$ cat src/rtl/output_stream_ctrl.sv
// Purpose: sequences one IFFT frame from the sample buffer onto a valid/ready stream.
// Latency: store one cycle after ifft_done; first sample one cycle after buf_ready; 1 sample/cycle sustained.
// Backpressure: out_ready low holds out_valid, data, read_addr and out_last stable; no bubbles on acceptance.
// Ports:
//   clk, reset_n           clock, async active-low reset (deassertion synchronised internally)
//   ifft_done              one-cycle pulse: IFFT frame present on buffer inputs
//   buf_ready, buf_real/imag  buffer status and flattened sample arrays (sample i at [i*DATA_WIDTH +: DATA_WIDTH])
//   store, read_en, read_addr, read_done  buffer control
//   out_valid/out_ready, out_real/imag, out_last  sample stream
//   busy, overrun, clr_err, frame_cnt  status, sticky error, error clear, completed-frame counter
module output_stream_ctrl #(
  parameter int DATA_WIDTH = 16,
  parameter int N          = 16,
  parameter int ADDR_W     = 4,
  parameter int CNT_W      = 8
) (
  input  logic                    clk,
  input  logic                    reset_n,
  input  logic                    ifft_done,
  input  logic                    buf_ready,
  input  logic [N*DATA_WIDTH-1:0] buf_real,
  input  logic [N*DATA_WIDTH-1:0] buf_imag,
  output logic                    store,
  output logic                    read_en,
  output logic [ADDR_W-1:0]       read_addr,
  output logic                    read_done,
  output logic                    out_valid,
  input  logic                    out_ready,
  output logic [DATA_WIDTH-1:0]   out_real,
  output logic [DATA_WIDTH-1:0]   out_imag,
  output logic                    out_last,
  output logic                    busy,
  output logic                    overrun,
  input  logic                    clr_err,
  output logic [CNT_W-1:0]        frame_cnt
);

  typedef enum logic [2:0] {
    IDLE     = 3'd0,
    STORE    = 3'd1,
    WAIT_RDY = 3'd2,
    STREAM   = 3'd3,
    RELEASE  = 3'd4
  } state_t;

  // idx is one bit wider than an address so the final-sample compare is unambiguous.
  localparam logic [ADDR_W:0] IDX_LAST = (ADDR_W+1)'(N-1);
  localparam logic [ADDR_W:0] IDX_ONE  = (ADDR_W+1)'(1);

  // Reset asserts asynchronously and releases on a clock edge.
  logic [1:0] rst_sync_q;
  logic       rst_n_int;

  always_ff @(posedge clk or negedge reset_n) begin
    if (!reset_n) rst_sync_q <= 2'b00;
    else          rst_sync_q <= {rst_sync_q[0], 1'b1};
  end

  assign rst_n_int = rst_sync_q[1];

  // Unflatten the buffer outputs so samples can be selected by address.
  logic [DATA_WIDTH-1:0] re_arr [N];
  logic [DATA_WIDTH-1:0] im_arr [N];

  for (genvar g = 0; g < N; g++) begin : g_unpack
    assign re_arr[g] = buf_real[g*DATA_WIDTH +: DATA_WIDTH];
    assign im_arr[g] = buf_imag[g*DATA_WIDTH +: DATA_WIDTH];
  end

  state_t                state_q;
  logic [ADDR_W:0]       idx_q;
  logic [ADDR_W:0]       idx_d;
  logic                  store_q;
  logic                  read_en_q;
  logic [ADDR_W-1:0]     read_addr_q;
  logic                  read_done_q;
  logic                  out_valid_q;
  logic [DATA_WIDTH-1:0] out_real_q;
  logic [DATA_WIDTH-1:0] out_imag_q;
  logic                  out_last_q;
  logic                  busy_q;
  logic                  overrun_q;
  logic [CNT_W-1:0]      frame_cnt_q;

  assign idx_d = idx_q + IDX_ONE;

  always_ff @(posedge clk or negedge rst_n_int) begin
    if (!rst_n_int) begin
      state_q     <= IDLE;
      idx_q       <= '0;
      store_q     <= 1'b0;
      read_en_q   <= 1'b0;
      read_addr_q <= '0;
      read_done_q <= 1'b0;
      out_valid_q <= 1'b0;
      out_real_q  <= '0;
      out_imag_q  <= '0;
      out_last_q  <= 1'b0;
      busy_q      <= 1'b0;
      overrun_q   <= 1'b0;
      frame_cnt_q <= '0;
    end else begin
      // A new frame while one is in flight is dropped and flagged; set beats clear.
      if (ifft_done && (state_q != IDLE)) overrun_q <= 1'b1;
      else if (clr_err)                   overrun_q <= 1'b0;

      case (state_q)
        IDLE: begin
          if (ifft_done) begin
            state_q <= STORE;
            store_q <= 1'b1;
            busy_q  <= 1'b1;
          end
        end
        STORE: begin
          store_q <= 1'b0;
          state_q <= WAIT_RDY;
        end
        WAIT_RDY: begin
          if (buf_ready) begin
            state_q     <= STREAM;
            idx_q       <= '0;
            read_addr_q <= '0;
            out_real_q  <= re_arr[0];
            out_imag_q  <= im_arr[0];
            out_valid_q <= 1'b1;
            read_en_q   <= 1'b1;
            out_last_q  <= (N == 1);
          end
        end
        STREAM: begin
          // buf_ready is deliberately ignored here: the frame is ours until read_done.
          if (out_valid_q && out_ready) begin
            if (idx_q == IDX_LAST) begin
              state_q     <= RELEASE;
              out_valid_q <= 1'b0;
              read_en_q   <= 1'b0;
              out_last_q  <= 1'b0;
              read_done_q <= 1'b1;
            end else begin
              // Preload the next sample on the accepting edge for zero-bubble streaming.
              idx_q       <= idx_d;
              read_addr_q <= idx_d[ADDR_W-1:0];
              out_real_q  <= re_arr[idx_d[ADDR_W-1:0]];
              out_imag_q  <= im_arr[idx_d[ADDR_W-1:0]];
              out_last_q  <= (idx_d == IDX_LAST);
            end
          end
        end
        RELEASE: begin
          read_done_q <= 1'b0;
          frame_cnt_q <= frame_cnt_q + CNT_W'(1);
          busy_q      <= 1'b0;
          state_q     <= IDLE;
        end
        default: state_q <= IDLE;
      endcase
    end
  end

  assign store     = store_q;
  assign read_en   = read_en_q;
  assign read_addr = read_addr_q;
  assign read_done = read_done_q;
  assign out_valid = out_valid_q;
  assign out_real  = out_real_q;
  assign out_imag  = out_imag_q;
  assign out_last  = out_last_q;
  assign busy      = busy_q;
  assign overrun   = overrun_q;
  assign frame_cnt = frame_cnt_q;

endmodule

$ cat config.mk
export PLATFORM = sky130hd
export DESIGN_NAME = output_stream_ctrl
export DESIGN_NICKNAME = d
export VERILOG_FILES = /design/src/rtl/output_stream_ctrl.sv
export SDC_FILE = /design/constraint.sdc
export NUM_CORES = 1
export LEC_CHECK = 0
export CORE_AREA = 2 2 223 225
export DETAILED_ROUTE_END_ITERATION = 16
export DIE_AREA = 0 0 225 227
export GPL_ROUTABILITY_DRIVEN = 0
export PLACE_DENSITY = 0.45
export REMOVE_ABC_BUFFERS = 1
export SLEW_MARGIN = 40
export SYNTH_ARGS = -nofsm -noshare
export SYNTH_HDL_FRONTEND = slang
export SYNTH_SLANG_ARGS = --single-unit
$ cat constraint.sdc
create_clock -name clk -period 2.4 [get_ports clk]
set_input_delay 0.36 -clock clk [delete_from_list [all_inputs] [get_ports clk]]
set_output_delay 0.36 -clock clk [all_outputs]
set_load 0.05 [all_outputs]
---- Word-level counts from Yosys, hierarchy flattened ----
Index checks and enable logic that the tools add are counted.
word-level totals
  register bits ........................... 60
  latch bits .............................. 0
  memory bits (writable) .................. 0
  bits in read-only memories .............. 0
  input port bits ......................... 518
  output and inout bits ................... 51
  word-level logic and storage cells ...... 87
  memories ................................ 0
cells by class
  add/subtract/negate cells ............... 2
  $mul .................................... 0
  div/mod/pow operators ................... 0
  $lt $le $gt $ge ......................... 1
  equality and inequality tests ........... 11
  shifts and indexed selects .............. 0
  mux-type cells .......................... 43
  bitwise gates (word level) .............. 1
  reduce and logical (&&, ||, !) cells .... 16
operators by type and width
  operator                                        number
  2-to-1 mux 16 bit                               10
  binary-select mux 16 bit (select 4 bit)         2
  case mux 16 bit (2 select lines)                2
  2-to-1 mux 5 bit                                3
  2-to-1 mux 3 bit                                4
  2-to-1 mux 4 bit                                3
  case mux 3 bit (4 select lines)                 1
  AND reduction 4 bit                             3
  2-to-1 mux 1 bit                                11
  == test 5 x 4 -> 1 bit (second input constant)  2
  inequality test 2 bit (second input constant)   5
  case mux 1 bit (2 select lines)                 5
  case mux 5 bit (2 select lines)                 1
  nonzero test 2 bit                              5
  adder 8 x 1 -> 8 bit (second input constant)    1
  case mux 4 bit (2 select lines)                 1
  == test 3 x 2 -> 1 bit (second input constant)  2
  AND reduction 3 bit                             2
  adder 5 x 1 -> 5 bit (second input constant)    1
  >= comparator 5 bit (second input constant)     1
  NOT 4 -> 5 bit                                  1
  AND reduction 2 bit                             2
  == test 3 x 1 -> 1 bit (second input constant)  1
  == test 3 bit (second input constant)           1
  other kinds (3)                                 4

---- Logic depth before layout (Yosys ltp) ----
  depth after elaboration ................. 8
  gate-level depth with buffers ........... 11
  mapped depth without buffers ............ 7

---- Least setup slack after synthesis ----
Ideal clock, no wire load.
  path type ............................... register to register
  start point ............................. reg idx_q[0]
  end point ............................... reg out_imag_q[0], in the netlist out_imag[0]
  setup time .............................. 0.140 ns
  arrival ................................. 2.465 ns
  required time ........................... 2.260 ns
  path slack .............................. -0.204 ns
  cell stages (with the launch flop) ...... 11
  path buffers ............................ 5
  period minus slack after synthesis ...... 2.604 ns
  cell sequence ........................... dfrtp_1 buf_4 buf_6 buf_2 inv_1 ha_1 buf_2 clkbuf_1 mux4_2 a211oi_1 o31ai_2
between the ends
  cells in the longest elaborated chain, start to end .. 8
  elaborated cells on any way between the ends .. 11
  those cells by class .................... add/sub (1); eq/ne (2); mux (6); bitwise (1); reduce/logical (1)
RTL lines
  item                                                   line  text
  start, declared                                        71    logic [ADDR_W:0] idx_q;
  start signal, assigned                                 142   idx_q <= idx_d;
  adder 5 x 1 -> 5 bit                                   85    assign idx_d = idx_q + IDX_ONE;
  NOT 4 -> 5 bit (implied by the code)                   145   out_imag_q <= im_arr[idx_d[ADDR_W-1:0]];
  binary-select mux 16 bit (select 4 bit)                145
  2-to-1 mux 16 bit (implied by the code) (2 in series)  145
  2-to-1 mux 16 bit                                      134   if (idx_q == IDX_LAST) begin
  2-to-1 mux 16 bit                                      133   if (out_valid_q && out_ready) begin
  case mux 16 bit (2 select lines)                       107   case (state_q)
  end signal, assigned                                   125   out_imag_q <= im_arr[0];
  end signal, assigned                                   145
  end, declared                                          79    logic [DATA_WIDTH-1:0] out_imag_q;
Parallel ways exist; a longest one is shown, timed or not. The select of a mux whose other input is x is not followed.
A chain may end at the register's enable or synchronous reset.

---- Final worst setup path ----
  start point ............................. reg idx_q[0]
  end point ............................... reg out_real_q[3], in the netlist out_real[3]
between the ends
  cells in the longest elaborated chain, start to end .. 8
  elaborated cells on any way between the ends .. 11
  those cells by class .................... add/sub (1); eq/ne (2); mux (6); bitwise (1); reduce/logical (1)
RTL lines
  item                                                   line  text
  adder 5 x 1 -> 5 bit                                   85
  NOT 4 -> 5 bit (implied by the code)                   144   out_real_q <= re_arr[idx_d[ADDR_W-1:0]];
  binary-select mux 16 bit (select 4 bit)                144
  2-to-1 mux 16 bit (implied by the code) (2 in series)  144
  2-to-1 mux 16 bit                                      134
  2-to-1 mux 16 bit                                      133
  case mux 16 bit (2 select lines)                       107
  end signal, assigned                                   124   out_real_q <= re_arr[0];
  end signal, assigned                                   144
  end, declared                                          78    logic [DATA_WIDTH-1:0] out_real_q;
Parallel ways exist; a longest one is shown, timed or not. The select of a mux whose other input is x is not followed.

==> results.cfg <==
[synth]
avgSynthCellArea_um2 = 13.0
dominantRegCellSynth = dfrtp_1
synth_area_um2 = 6330
yosysWarnings = 0
synth.mux.area_fraction_pct = 45.7
ys_seq_elements = 56
synth_edf_count = 0
ys_seq_area_share_pct = 22.1
synth_compound_area_share_pct = 17.9
synth_top_family_by_area = multiplexers
async_reset_ff_share_pct = 100
synthSimpleGateAreaFrac_pct = 6.64
ys_types = 40
synthXorXnorAreaFrac_pct = 1.36
yosys.area_share.adder_pct = 0.790
synthCells = 489

[global_route]
antenna_found_initial = 6
grt_pass1_vias = 8023
grt_pass1_wl_um = 54400
overflow = 0
grtUsageTotal_pct = 14.8
grt_max_degree = 45

[detailed_routing]
ant_nets = 0
first_pass_iters = 4
vias = 7119
drt_iter0_markers = 297
drc_errors = 0
via_per_inst = 4.27
wl_per_cell_um = 23.4
finalWirelength_um = 39000

[floorplanning]
die_w_um = 225
ios = 569
dieArea_um2 = 51100
initial_core_util_pct = 13.0
design.core.area_um2 = 48500
die_h_um = 227
rows = 81

[flow_run]
maxCapViolCount = 0

[worst_setup_path]
critical-path-top-delay-family = buffers and inverters
arrival_ps = 2480
critPathRequiredTime_ps = 2630
slowest_stage = dfrtp_4
end_kind = register
start_kind = register
cp_num_buf_inv = 3
cp_max_fo = 30
worstSetupPathType = reg -> reg
worstPathCellList = ha_1, buf_4, xnor2_2, buf_12, nor2b_1, a211oi_1, buf_4, o31ai_1
slowest_delay_ps = 530
crit_top_cell = buf_4
cp-startpoint = idx_q[0]
reg2reg_from = idx_q[0]

[timing]
holdWs_ps = 184
setup_viol = 0
fin_skew_ps = 14.3
maxSlewHeadroom_pct = 58.3
post-route-period-util_pct = 93.9
period_needed_ps = 2250
worstMarginPinSlew_ps = 624
rsz0062_at_grt = false
finalMaxSlewViolations = 0
hold_viol_final = 0
tns_ps = 0
fmax_ghz = 0.444

[placement]
io_buffers = 568
dpl.hpwl_um = 32800
dp_cells = 1657

[cts]
cts_root_buf = clkbuf_16
cts_buffer_depth = 2
cts_resized = 0
clk_pin_slew_ps = 100
insertion_delay_ps = 340
cts_sinks = 56
cts_setup_buffers = 0
cts_buffers = 5
cts_hold_buf = 0
cts-htree-levels = 2
cts_tree = built

[layout]
final_cell_mix = 563 x clkdlybuf4s50_1, 128 x mux4_2, 54 x dfrtp_1
fin_nets = 1564
area_growth_pct = 109
final_common_cell = clkdlybuf4s50_1
fin_cells = 1669
drive_above_1_share_pct = 19.8

[hold_path]
hp-class = in -> async

[power_and_ir_drop]
power.total_mw = 14.8
ir_drop_v = 0.000670
leakage_nw = 4.62
power.density_nw_per_um2 = 1120

[run_status]
status = finished clean
through the flow:
stage / utilization [%] / setup WS (ps) / area [um2]
6_report: 27.2 / 147 / 13200
5_1_grt: 27.2 / 36.5 / 13200
2_1_floorplan: - / -7130 / 6000
3_3_place_gp: 26.9 / 115 / 13000
3_5_place_dp: 26.9 / 112 / 13100
4_1_cts: 27.2 / 97.7 / 13200
synthesized netlist by cell type, types with 2 or more instances:
master      n  area, um2
mux4_2    128       2880
a22oi_1    32        240
o31ai_1    24        180
a21oi_1     5       25.0
buf_4      12       90.1
nand2_1    11       41.3
nor2_1      6       22.5
buf_2      29        145
a211oi_1   32        240
dfrtp_1    56       1400
o21ai_0     8       40.0
nor2b_1    36        225
buf_6       2       22.5
and3_1      6       37.5
inv_1       4       15.0
o22ai_1    32        200
nand3_1     4       20.0
xnor2_1     7       61.3
nor3_1      2       10.0
clkbuf_1   20       75.1
o31ai_2    10        125
nand4_1     2       12.5
ha_1        4       50.1
registers in the layout, summed over array words and instances (netlist names):
signal      count
out_imag       16
idx_q           5
frame_cnt       8
out_real       16
out_last        1
overrun         1
state_q         3
rst_sync_q      2
busy            1
store           1
read_done       1
out_valid       1
path summary, 6_finish.rpt:
path | slack [ps] | cells after the start | to
max | 150 | 8 | out_real[3]
min | 180 | 1 | rst_sync_q[1]
max reg2reg | 150 | 8 | out_real[3]
min reg2reg | 250 | 0 | out_real[15]
max in group asynchronous | 1460 | 2 | frame_cnt[1]
min in group clk | 350 | 0 | rst_sync_q[1]
final cells by class:
| type | instances | area, um2 |
|---|---|---|
| Inverter | 4 | 15.0 |
| Antenna cell | 4 | 10.0 |
| Sequential cell | 56 | 1410 |
| Clock inverter | 3 | 22.5 |
| Timing Repair Buffer | 609 | 6210 |
| Multi-Input combinational cell | 366 | 4650 |
| Fill cell | 5069 | 35300 |
| Tap cell | 622 | 778 |
| Clock buffer | 5 | 125 |
cells by family after synthesis:
group | Yosys count
flip-flops | 56
multiplexers | 129
other | 1
buffers and inverters | 67
XOR/XNOR | 9
adder cells (fa/ha/maj) | 4
AND/OR/NAND/NOR | 73
AO/OA/AOI/OAI | 150
per-layer routing:
layer  up-vias  wire (um)  track usage, %
li1       3225          -               -
met1      3507      15000            17.4
met2       359      20000            26.2
met3        28       3260            4.05
met4         0        772            4.83
met5         -          0               0
power by group:
group          switching (mW)  leakage [nW]  internal [mW]
Sequential              0.277         0.685           1.34
Clock                   0.487        0.0742          0.396
Combinational            6.34          3.86           5.99
worst register-to-register path, delay by kind of cell, from the launching register on:
kind | cells | cell delay (ps)
compound gates | 2 | 390
xor+xnor | 1 | 290
fa+ha+maj | 1 | 230
buf+inv | 3 | 590
flops | 1 | 530
simple gates | 1 | 110
No activity file was read; power rests on OpenSTA's default activity.
